### config.mk
export PLATFORM = sky130hd
export DESIGN_NAME = perf_counter_reader
export DESIGN_NICKNAME = d
export VERILOG_FILES = /design/src/rtl/perf_counter_reader_pkg.sv /design/src/rtl/perf_cnt_mux.sv /design/src/rtl/perf_counter_reader.sv
export SDC_FILE = /design/constraint.sdc
export NUM_CORES = 2
export LEC_CHECK = 0
export CAP_MARGIN = 5
export CORE_MARGIN = 3
export CORE_UTILIZATION = 28
export DETAILED_ROUTE_END_ITERATION = 12
export GPL_TIMING_DRIVEN = 0
export HOLD_SLACK_MARGIN = 0.12
export SYNTH_ARGS = -nofsm -noshare
export SYNTH_HDL_FRONTEND = slang
export SYNTH_SLANG_ARGS = --single-unit
### constraint.sdc
create_clock -name clk -period 70.1 [get_ports clk]
set_clock_uncertainty 0.1 [all_clocks]
set_input_delay 14.02 -clock clk [delete_from_list [all_inputs] [get_ports clk]]
set_output_delay 14.02 -clock clk [all_outputs]
set_load 0.03 [all_outputs]
### src/rtl/perf_counter_reader_pkg.sv
// ---------------------------------------------------------------------------
// perf_counter_reader_pkg
// Shared constants for the performance-counter read side: default bank
// geometry, the counter index map (cycle / instret / event base), the dump
// FSM state encodings and a helper that derives the bank size from the
// number of event counters.
// ---------------------------------------------------------------------------
package perf_counter_reader_pkg;

    // Default bank geometry
    localparam int unsigned PERF_NUM_EVENTS_DEF = 32;
    localparam int unsigned PERF_CNT_W_DEF      = 32;
    localparam int unsigned PERF_IDX_W_DEF      = 6;

    // Counter index map shared with the counter bank and CSR decode
    localparam int unsigned PERF_IDX_CYCLE    = 0;
    localparam int unsigned PERF_IDX_INSTRET  = 1;
    localparam int unsigned PERF_IDX_EVT_BASE = 2;

    // Dump FSM encodings
    localparam logic [0:0] DUMP_IDLE   = 1'b0;
    localparam logic [0:0] DUMP_STREAM = 1'b1;

    // Total addressable counters: cycle + instret + events
    function automatic int unsigned perf_num_cnt(input int unsigned num_events);
        return num_events + PERF_IDX_EVT_BASE;
    endfunction

endpackage : perf_counter_reader_pkg

### src/rtl/perf_cnt_mux.sv
// ---------------------------------------------------------------------------
// perf_cnt_mux
// Combinational index -> counter select over a flattened counter bank.
// Counter k lives at bank[CNT_W*k +: CNT_W]. An index at or beyond NUM_CNT
// returns zero data with err_c set.
// Ports:
//   bank   in  NUM_CNT*CNT_W  flattened counter values
//   idx    in  IDX_W          counter index
//   data_c out CNT_W          selected counter (0 when out of range)
//   err_c  out 1              index out of range
// ---------------------------------------------------------------------------
module perf_cnt_mux
    import perf_counter_reader_pkg::*;
#(
    parameter int unsigned NUM_CNT = perf_num_cnt(PERF_NUM_EVENTS_DEF),
    parameter int unsigned CNT_W   = PERF_CNT_W_DEF,
    parameter int unsigned IDX_W   = PERF_IDX_W_DEF
) (
    input  logic [NUM_CNT*CNT_W-1:0] bank,
    input  logic [IDX_W-1:0]         idx,
    output logic [CNT_W-1:0]         data_c,
    output logic                     err_c
);

    // One-hot compare against every legal index; no match means out of range
    always_comb begin
        data_c = '0;
        err_c  = 1'b1;
        for (int unsigned i = 0; i < NUM_CNT; i++) begin
            if (idx == IDX_W'(i)) begin
                data_c = bank[i*CNT_W +: CNT_W];
                err_c  = 1'b0;
            end
        end
    end

endmodule : perf_cnt_mux

### src/rtl/perf_counter_reader.sv
// ---------------------------------------------------------------------------
// perf_counter_reader
// Read-side consumer of the performance counter bank. Serves random-access
// reads (live or snapshot copy) over a valid/ready request/response port and,
// on dump_start, snapshots the whole bank in one cycle and streams every
// counter out over a valid/ready stream. Never modifies the counters.
// Ports:
//   clk, reset                        clock, async active-high reset
//   cycle_count/instret_count         live cycle / retired-instruction counters
//   event_counts                      live event counters, event i at [CNT_W*i +: CNT_W]
//   rd_req_valid/ready/idx/snap       read request (snap=1 reads snapshot copy)
//   rd_rsp_valid/ready/data/err       read response (err: index out of range)
//   dump_start                        pulse: capture bank and start stream
//   dump_busy                         stream in progress
//   out_valid/ready/idx/data/last     snapshot stream beats
// Index map: 0 = cycle, 1 = instret, 2+i = event i.
// ---------------------------------------------------------------------------
module perf_counter_reader
    import perf_counter_reader_pkg::*;
#(
    parameter int unsigned NUM_EVENTS = PERF_NUM_EVENTS_DEF,
    parameter int unsigned CNT_W      = PERF_CNT_W_DEF,
    parameter int unsigned IDX_W      = PERF_IDX_W_DEF
) (
    input  logic                        clk,
    input  logic                        reset,
    input  logic [CNT_W-1:0]            cycle_count,
    input  logic [CNT_W-1:0]            instret_count,
    input  logic [NUM_EVENTS*CNT_W-1:0] event_counts,
    input  logic                        rd_req_valid,
    output logic                        rd_req_ready,
    input  logic [IDX_W-1:0]            rd_req_idx,
    input  logic                        rd_req_snap,
    output logic                        rd_rsp_valid,
    input  logic                        rd_rsp_ready,
    output logic [CNT_W-1:0]            rd_rsp_data,
    output logic                        rd_rsp_err,
    input  logic                        dump_start,
    output logic                        dump_busy,
    output logic                        out_valid,
    input  logic                        out_ready,
    output logic [IDX_W-1:0]            out_idx,
    output logic [CNT_W-1:0]            out_data,
    output logic                        out_last
);

    // IDX_W must satisfy 2**IDX_W >= NUM_CNT
    localparam int unsigned NUM_CNT = perf_num_cnt(NUM_EVENTS);
    localparam int unsigned BANK_W  = NUM_CNT * CNT_W;

    // ------------------------------------------------------------------
    // Bank views
    // ------------------------------------------------------------------
    logic [BANK_W-1:0] live_bank;
    logic [BANK_W-1:0] rd_src_bank;

    // Concatenation order places cycle at index 0, instret at 1, events from 2
    assign live_bank   = {event_counts, instret_count, cycle_count};

    // ------------------------------------------------------------------
    // State
    // ------------------------------------------------------------------
    logic [0:0]        state_q,       state_d;
    logic [BANK_W-1:0] snap_q,        snap_d;
    logic [IDX_W-1:0]  out_idx_q,     out_idx_d;
    logic [CNT_W-1:0]  out_data_q,    out_data_d;
    logic              out_last_q,    out_last_d;
    logic              rd_rsp_valid_q, rd_rsp_valid_d;
    logic [CNT_W-1:0]  rd_rsp_data_q, rd_rsp_data_d;
    logic              rd_rsp_err_q,  rd_rsp_err_d;

    // ------------------------------------------------------------------
    // Counter selects
    // ------------------------------------------------------------------
    logic [CNT_W-1:0]  rd_data_c;
    logic              rd_err_c;
    logic [IDX_W-1:0]  out_idx_nxt_c;
    logic [CNT_W-1:0]  strm_data_c;
    logic              strm_err_c;

    // Snapshot reads see snap_q, i.e. the value before any capture on this edge
    assign rd_src_bank   = rd_req_snap ? snap_q : live_bank;
    assign out_idx_nxt_c = out_idx_q + IDX_W'(1);

    // Read port source: live or snapshot copy
    perf_cnt_mux #(
        .NUM_CNT (NUM_CNT),
        .CNT_W   (CNT_W),
        .IDX_W   (IDX_W)
    ) u_rd_mux (
        .bank    (rd_src_bank),
        .idx     (rd_req_idx),
        .data_c  (rd_data_c),
        .err_c   (rd_err_c)
    );

    // Stream source: always the snapshot, looked up one beat ahead
    perf_cnt_mux #(
        .NUM_CNT (NUM_CNT),
        .CNT_W   (CNT_W),
        .IDX_W   (IDX_W)
    ) u_strm_mux (
        .bank    (snap_q),
        .idx     (out_idx_nxt_c),
        .data_c  (strm_data_c),
        .err_c   (strm_err_c)
    );

    // ------------------------------------------------------------------
    // Dump FSM: capture on start, stream with beats pre-registered
    // ------------------------------------------------------------------
    always_comb begin
        state_d    = state_q;
        snap_d     = snap_q;
        out_idx_d  = out_idx_q;
        out_data_d = out_data_q;
        out_last_d = out_last_q;

        if (state_q == DUMP_IDLE) begin
            if (dump_start) begin
                state_d    = DUMP_STREAM;
                snap_d     = live_bank;
                out_idx_d  = IDX_W'(PERF_IDX_CYCLE);
                // First beat comes straight from the live bank being captured
                out_data_d = live_bank[PERF_IDX_CYCLE*CNT_W +: CNT_W];
                out_last_d = (NUM_CNT == 1);
            end
        end else begin
            // dump_start is ignored here; only the consumer advances the stream
            if (out_ready) begin
                if (out_last_q) begin
                    state_d    = DUMP_IDLE;
                    out_idx_d  = '0;
                    out_data_d = '0;
                    out_last_d = 1'b0;
                end else begin
                    out_idx_d  = out_idx_nxt_c;
                    out_data_d = strm_err_c ? '0 : strm_data_c;
                    out_last_d = (out_idx_nxt_c == IDX_W'(NUM_CNT - 1));
                end
            end
        end
    end

    // ------------------------------------------------------------------
    // Read port: single response slot, refilled on the consuming cycle
    // ------------------------------------------------------------------
    assign rd_req_ready = !rd_rsp_valid_q || rd_rsp_ready;

    always_comb begin
        rd_rsp_valid_d = rd_rsp_valid_q;
        rd_rsp_data_d  = rd_rsp_data_q;
        rd_rsp_err_d   = rd_rsp_err_q;

        if (rd_req_valid && rd_req_ready) begin
            rd_rsp_valid_d = 1'b1;
            rd_rsp_data_d  = rd_data_c;
            rd_rsp_err_d   = rd_err_c;
        end else if (rd_rsp_ready) begin
            rd_rsp_valid_d = 1'b0;
        end
    end

    // ------------------------------------------------------------------
    // Registers
    // ------------------------------------------------------------------
    always_ff @(posedge clk or posedge reset) begin
        if (reset) begin
            state_q        <= DUMP_IDLE;
            snap_q         <= '0;
            out_idx_q      <= '0;
            out_data_q     <= '0;
            out_last_q     <= 1'b0;
            rd_rsp_valid_q <= 1'b0;
            rd_rsp_data_q  <= '0;
            rd_rsp_err_q   <= 1'b0;
        end else begin
            state_q        <= state_d;
            snap_q         <= snap_d;
            out_idx_q      <= out_idx_d;
            out_data_q     <= out_data_d;
            out_last_q     <= out_last_d;
            rd_rsp_valid_q <= rd_rsp_valid_d;
            rd_rsp_data_q  <= rd_rsp_data_d;
            rd_rsp_err_q   <= rd_rsp_err_d;
        end
    end

    // ------------------------------------------------------------------
    // Outputs
    // ------------------------------------------------------------------
    assign dump_busy    = (state_q == DUMP_STREAM);
    assign out_valid    = (state_q == DUMP_STREAM);
    assign out_idx      = out_idx_q;
    assign out_data     = out_data_q;
    assign out_last     = out_last_q;
    assign rd_rsp_valid = rd_rsp_valid_q;
    assign rd_rsp_data  = rd_rsp_data_q;
    assign rd_rsp_err   = rd_rsp_err_q;

endmodule : perf_counter_reader

=== Word-level counts from Yosys, hierarchy flattened ===
Index checks and enable logic that the tools add are counted.

* $add $sub $neg: 1
* Eq/ne operators: 67
* Multiplexer cells: 156
* Bitwise logic cells: 1
* Reductions and logical operators: 9

{| class="wikitable"
|+ Operators by type and width
! operator !! count
|-
| $mux W32 || 73
|-
| $mux W1088 || 1
|-
| $eq A6 B5 Y1 const B || 32
|-
| $eq A6 B4 Y1 const B || 16
|-
| $mux W1 || 78
|-
| $eq A6 B3 Y1 const B || 8
|-
| $eq A6 B2 Y1 const B || 4
|-
| $eq A6 B6 Y1 const B || 4
|-
| $mux W6 || 4
|-
| $eq A6 B1 Y1 const B || 2
|-
| $logic_not A6 Y1 || 2
|-
| $add A6 B1 Y6 const B || 1
|-
| $reduce_and A2 Y1 || 2
|-
| $reduce_bool A2 Y1 || 2
|-
| $ne A2 B2 Y1 const B || 1
|-
| $logic_and A1 B1 Y1 || 1
|-
| $logic_not A1 Y1 || 1
|-
| $logic_or A1 B1 Y1 || 1
|-
| $not A1 Y1 || 1
|}

* Register bits after elaboration: 1162
* Input port bits: 1101
* Output and inout bits: 76
* Word-level logic and storage cells: 242

=== Longest topological paths before layout ===
* Depth in word-level cells: 40
* Gate-level depth with buffers: 17
* Depth with buffers taken out: 11

=== Cells and area by module ===
Synthesis repeated with hierarchy kept, for this count alone.

* Cell total of the unflattened synthesis: 8913
* Area, all modules: 74704.1 µm²

{| class="wikitable"
|+ Modules (own cells, without submodules)
! module !! times used !! cells each !! area an instance (µm²) !! sequential area each (µm²)
|-
| perf_counter_reader || 1 || 6033 || 56794.5 || 29077.9
|-
| perf_cnt_mux || 2 || 1440 || 8954.8 || 0.0
|}

=== Worst setup path after synthesis ===
OpenSTA, ideal clock, no wires.

* Path kind: input-to-output
* Start point: input rd_rsp_ready
* End point: output rd_req_ready
* Data arrival time: 14.336 ns
* Data required time: 55.980 ns
* Path slack: 41.644 ns
* Stages on the path: 1
* Path buffers: 0
* Path through: nand2b_1

* Word-level cells in the longest chain between the ends: 1

{| class="wikitable"
|+ Ends and longest elaborated chain
! item !! line !! text
|-
| start, declared || perf_counter_reader.sv:35 || <nowiki>input logic rd_rsp_ready,</nowiki>
|-
| $logic_or A1 B1 Y1 || perf_counter_reader.sv:148 || <nowiki>assign rd_req_ready = !rd_rsp_valid_q || rd_rsp_ready;</nowiki>
|-
| end, declared || perf_counter_reader.sv:31 || <nowiki>output logic rd_req_ready,</nowiki>
|}

No other way between the ends.

=== Worst setup path in the final report ===
Same ends and word-level chain as after synthesis.

==> summary.md <==
| Metric | Value |
|---|---|
| Synthesized flop and latch total | 1162 |
| Cts repair resizes | 0 |
| Slew HR | -7.043% |
| Row cnt | 190 |
| Post-synth top area cell | dfrtp_1 |
| Final hold slack | 0.3973 ns |
| Final net count | around 12000 |
| Final non-filler cell total | 14850 |
| Global-route wire length before repair | between 800000 and 900000 µm |
| Distinct cell type count after synthesis | 106 |
| Clock Pin Slew Worst Setup and Hold Paths | approximately 0.060 ns |
| Setup Buffers After CTS | 0 |
| Die X | approximately 530 µm |
| Total gr overflow | 0 |
| Core area | approximately 270000 µm² |
| Largest net degree at the start of global routing | between 100 and 150 |
| Violated checks | capacitance limit, slew limit |
| Crit Path Category | input port to primary output |
| Area Growth Syn to Fin | 29.96% |
| CTS Sinks | ~1200 |
| Netlist Area Pre-Place | around 76000 µm² |
| Setup TNS | 0 ns |
| Vias | roughly 94000 |
| Arr. time, crit path | approximately 15 ns |
| Setup-failing EPs final | 0 |
| Slew Limit Fails | 65 |
| Hold-fix buffers, CTS | 0 |
| Endpoint class of the critical path | primary output |
| Hold Vio Cnt, Final | 0 |
| Final WL | between 600000 and 700000 µm |
| DIE AREA | between 200000 and 300000 µm² |
| Initial Utilization | roughly 28% |
| Total CTS buffers | 154 |
| I/O Buffers | 1175 |
| CP startpoint kind | input port |
| Vias in the first global route | 83600 |
| WL/cell | approximately 43 µm |
| Via density per instance | around 6.3 |
| Number of top-level pins | roughly 1200 |
| Fraction of final layout cells with drive strength greater than 1 | 6.520% |
| Least-Margin Pin Slew | approximately 1.6 ns |
| TritonCTS clock tree | yes |
| Status | finished with violations |
| Leak Pwr | between 0.04 and 0.05 µW |
| Placed Area | 92740 µm² |
| Syn Nets | roughly 11000 |
| Worst Hold Class | flip-flop to flip-flop |
| Peak supply drop | ~0.000030 V |
| Antenna violations before repair | between 200 and 300 |
| Main flop type after synthesis | dfrtp_1 |
| Fmax | roughly 34 MHz |
| DRT antenna net count | 0 |
| Final Cell Area | approximately 99000 µm² |
| Syn. warnings | 0 |
| Sequential-to-total area share from yosys stat | 38.36% |
| Period utilization | 42.22% |
| Tmin final | 29.60 ns |
| Clk buf depth | 3 |
| Number of synthesized flops with an enable pin | 0 |
| Max-cap check violation count | 15 |
| CP max FO | 4 |
| Die H | 526.3 µm |
| Unrepaired setup endpoints after global routing | false |
| Power Density | around 42 nW/µm² |
| Cells after DPL | between 10000 and 15000 |
| # DRC | 0 |
| H-tree depth | 4 |
| Main area contributors after synthesis | dfrtp_1 38%, nand2_1 17%, mux2i_1 12% |
| Synthesized area per cell | around 7.9 µm² |
| DRT Pass-1 Iters | 8 |
| Power Total | roughly 4100 µW |
| RD Place Congestion | ~1.2 |
| Detail Placement HPWL | ~540000 µm |
| Count leader, synth | nand2_1 |
| Top cell type's share of synthesized area | 38.36% |
| Synth cell count leaders | 3485 x nand2_1, 1162 x dfrtp_1, 907 x mux2i_1, 558 x clkbuf_1, 545 x o21ai_0 |
| CP required | around 56 ns |
| Root Buffer | clkbuf_16 |
| 1st-iter DRT viols | ~18000 |
| Syn Inst Count | a little under 10000 |
| Worst-skew pair later-pin latency | between 0.8 and 0.9 ns |
| Post-synthesis async set-or-reset flop share | 100.0% |
| Total track usage | 44.36% |
## sequential cells by signal, indices dropped and copies added, names as in the netlist
name,flops
dump_busy,1
out_data,32
out_idx,6
out_last,1
rd_rsp_data,32
rd_rsp_err,1
rd_rsp_valid,1
snap_q,1088
## where the power goes
group	leakage (µW)	total [µW]	internal (µW)	switching, µW
sequential	0.0141	1500	999	500
combinational	0.0278	1750	524	1230
clock	0.00259	864	493	371
## path summary, 6_finish.rpt
kind,startpoint,endpoint,slack [ns],depth (start not counted)
min reg2reg,snap_q[35]$_DFFE_PP0P_,snap_q[35]$_DFFE_PP0P_,0.40,2
max in group asynchronous,reset,snap_q[59]$_DFFE_PP0P_,53.83,6
max reg2reg,out_idx[0]$_DFFE_PP0P_,out_data[25]$_DFFE_PP0P_,61.54,15
min in group asynchronous,reset,snap_q[557]$_DFFE_PP0P_,13.50,2
min,snap_q[35]$_DFFE_PP0P_,snap_q[35]$_DFFE_PP0P_,0.40,2
max,rd_rsp_ready,rd_req_ready,40.50,3
## cells by family after synthesis
logic type | share of synthesized area, %
flops | 38.36
xor+xnor | 0.02311
fa+ha+maj | 0.08252
simple gates | 22.76
compound gates | 19.34
mux | 14.75
buf+inv | 4.686
## worst max-delay path, cell delays in order
cell	delay, ns
clkdlybuf4s50_1	0.45
nand2b_1	0.28
clkdlybuf4s50_1	0.73
## per-stage QoR
stage | utilization, % | worst slack (ns)
floorplan | - | 23.25
CTS | 36.49 | 40.55
detailed placement | 34.52 | 40.56
global route | 36.60 | 40.48
global placement | 34.25 | 4.366
finish | 36.68 | 40.50
## per-layer routing
layer  routed length [µm]  vias to the layer above  share of wire (%)  GRT usage [%]
li1                     -                    36810                  -              -
met1               233900                    45820                 36          53.92
met4                57980                      174                9.0          31.45
met3               105300                     2085                 16          22.99
met2               246400                     8970                 38          59.40
met5                 1414                        -               0.22         0.5887
## cells in the final DEF, fill, tap and decap left out, types with 49 or more instances in the layout
master | synthesis | final
a211oi_1 | 142 | 139
mux2_2 | 123 | 123
dfrtp_1 | 1162 | 1162
buf_1 | 85 | 84
a221oi_1 | 77 | 77
clkbuf_16 | 0 | 158
inv_1 | 107 | 106
nand2_1 | 3485 | 3485
diode_2 | 0 | 131
o221ai_1 | 94 | 93
o21ai_0 | 545 | 529
nand3_1 | 133 | 133
mux2i_1 | 907 | 906
a22oi_1 | 78 | 78
nor3_1 | 96 | 94
buf_2 | 103 | 110
o211ai_1 | 89 | 89
clkdlybuf4s50_1 | 0 | 1175
a31oi_1 | 64 | 64
a21oi_1 | 538 | 536
clkbuf_1 | 558 | 588
o2111ai_1 | 80 | 80
o22ai_1 | 212 | 212
nor2_1 | 345 | 345
buf_4 | 20 | 49
## final cells by class
| class | count | area (µm²) |
|---|---|---|
| inverters | 108 | 412.9 |
| repair buffers | 1237 | 12550 |
| well taps | 3552 | 4444 |
| multi-input cells | 7603 | 43270 |
| clock inverters | 55 | 684.4 |
| fillers | 28380 | 170100 |
| plain buffers | 772 | 3152 |
| clock buffers | 229 | 4601 |
| flip-flops and latches | 1162 | 29080 |
| diodes | 131 | 327.8 |
Note: power is estimated with default switching activity, not from simulation.
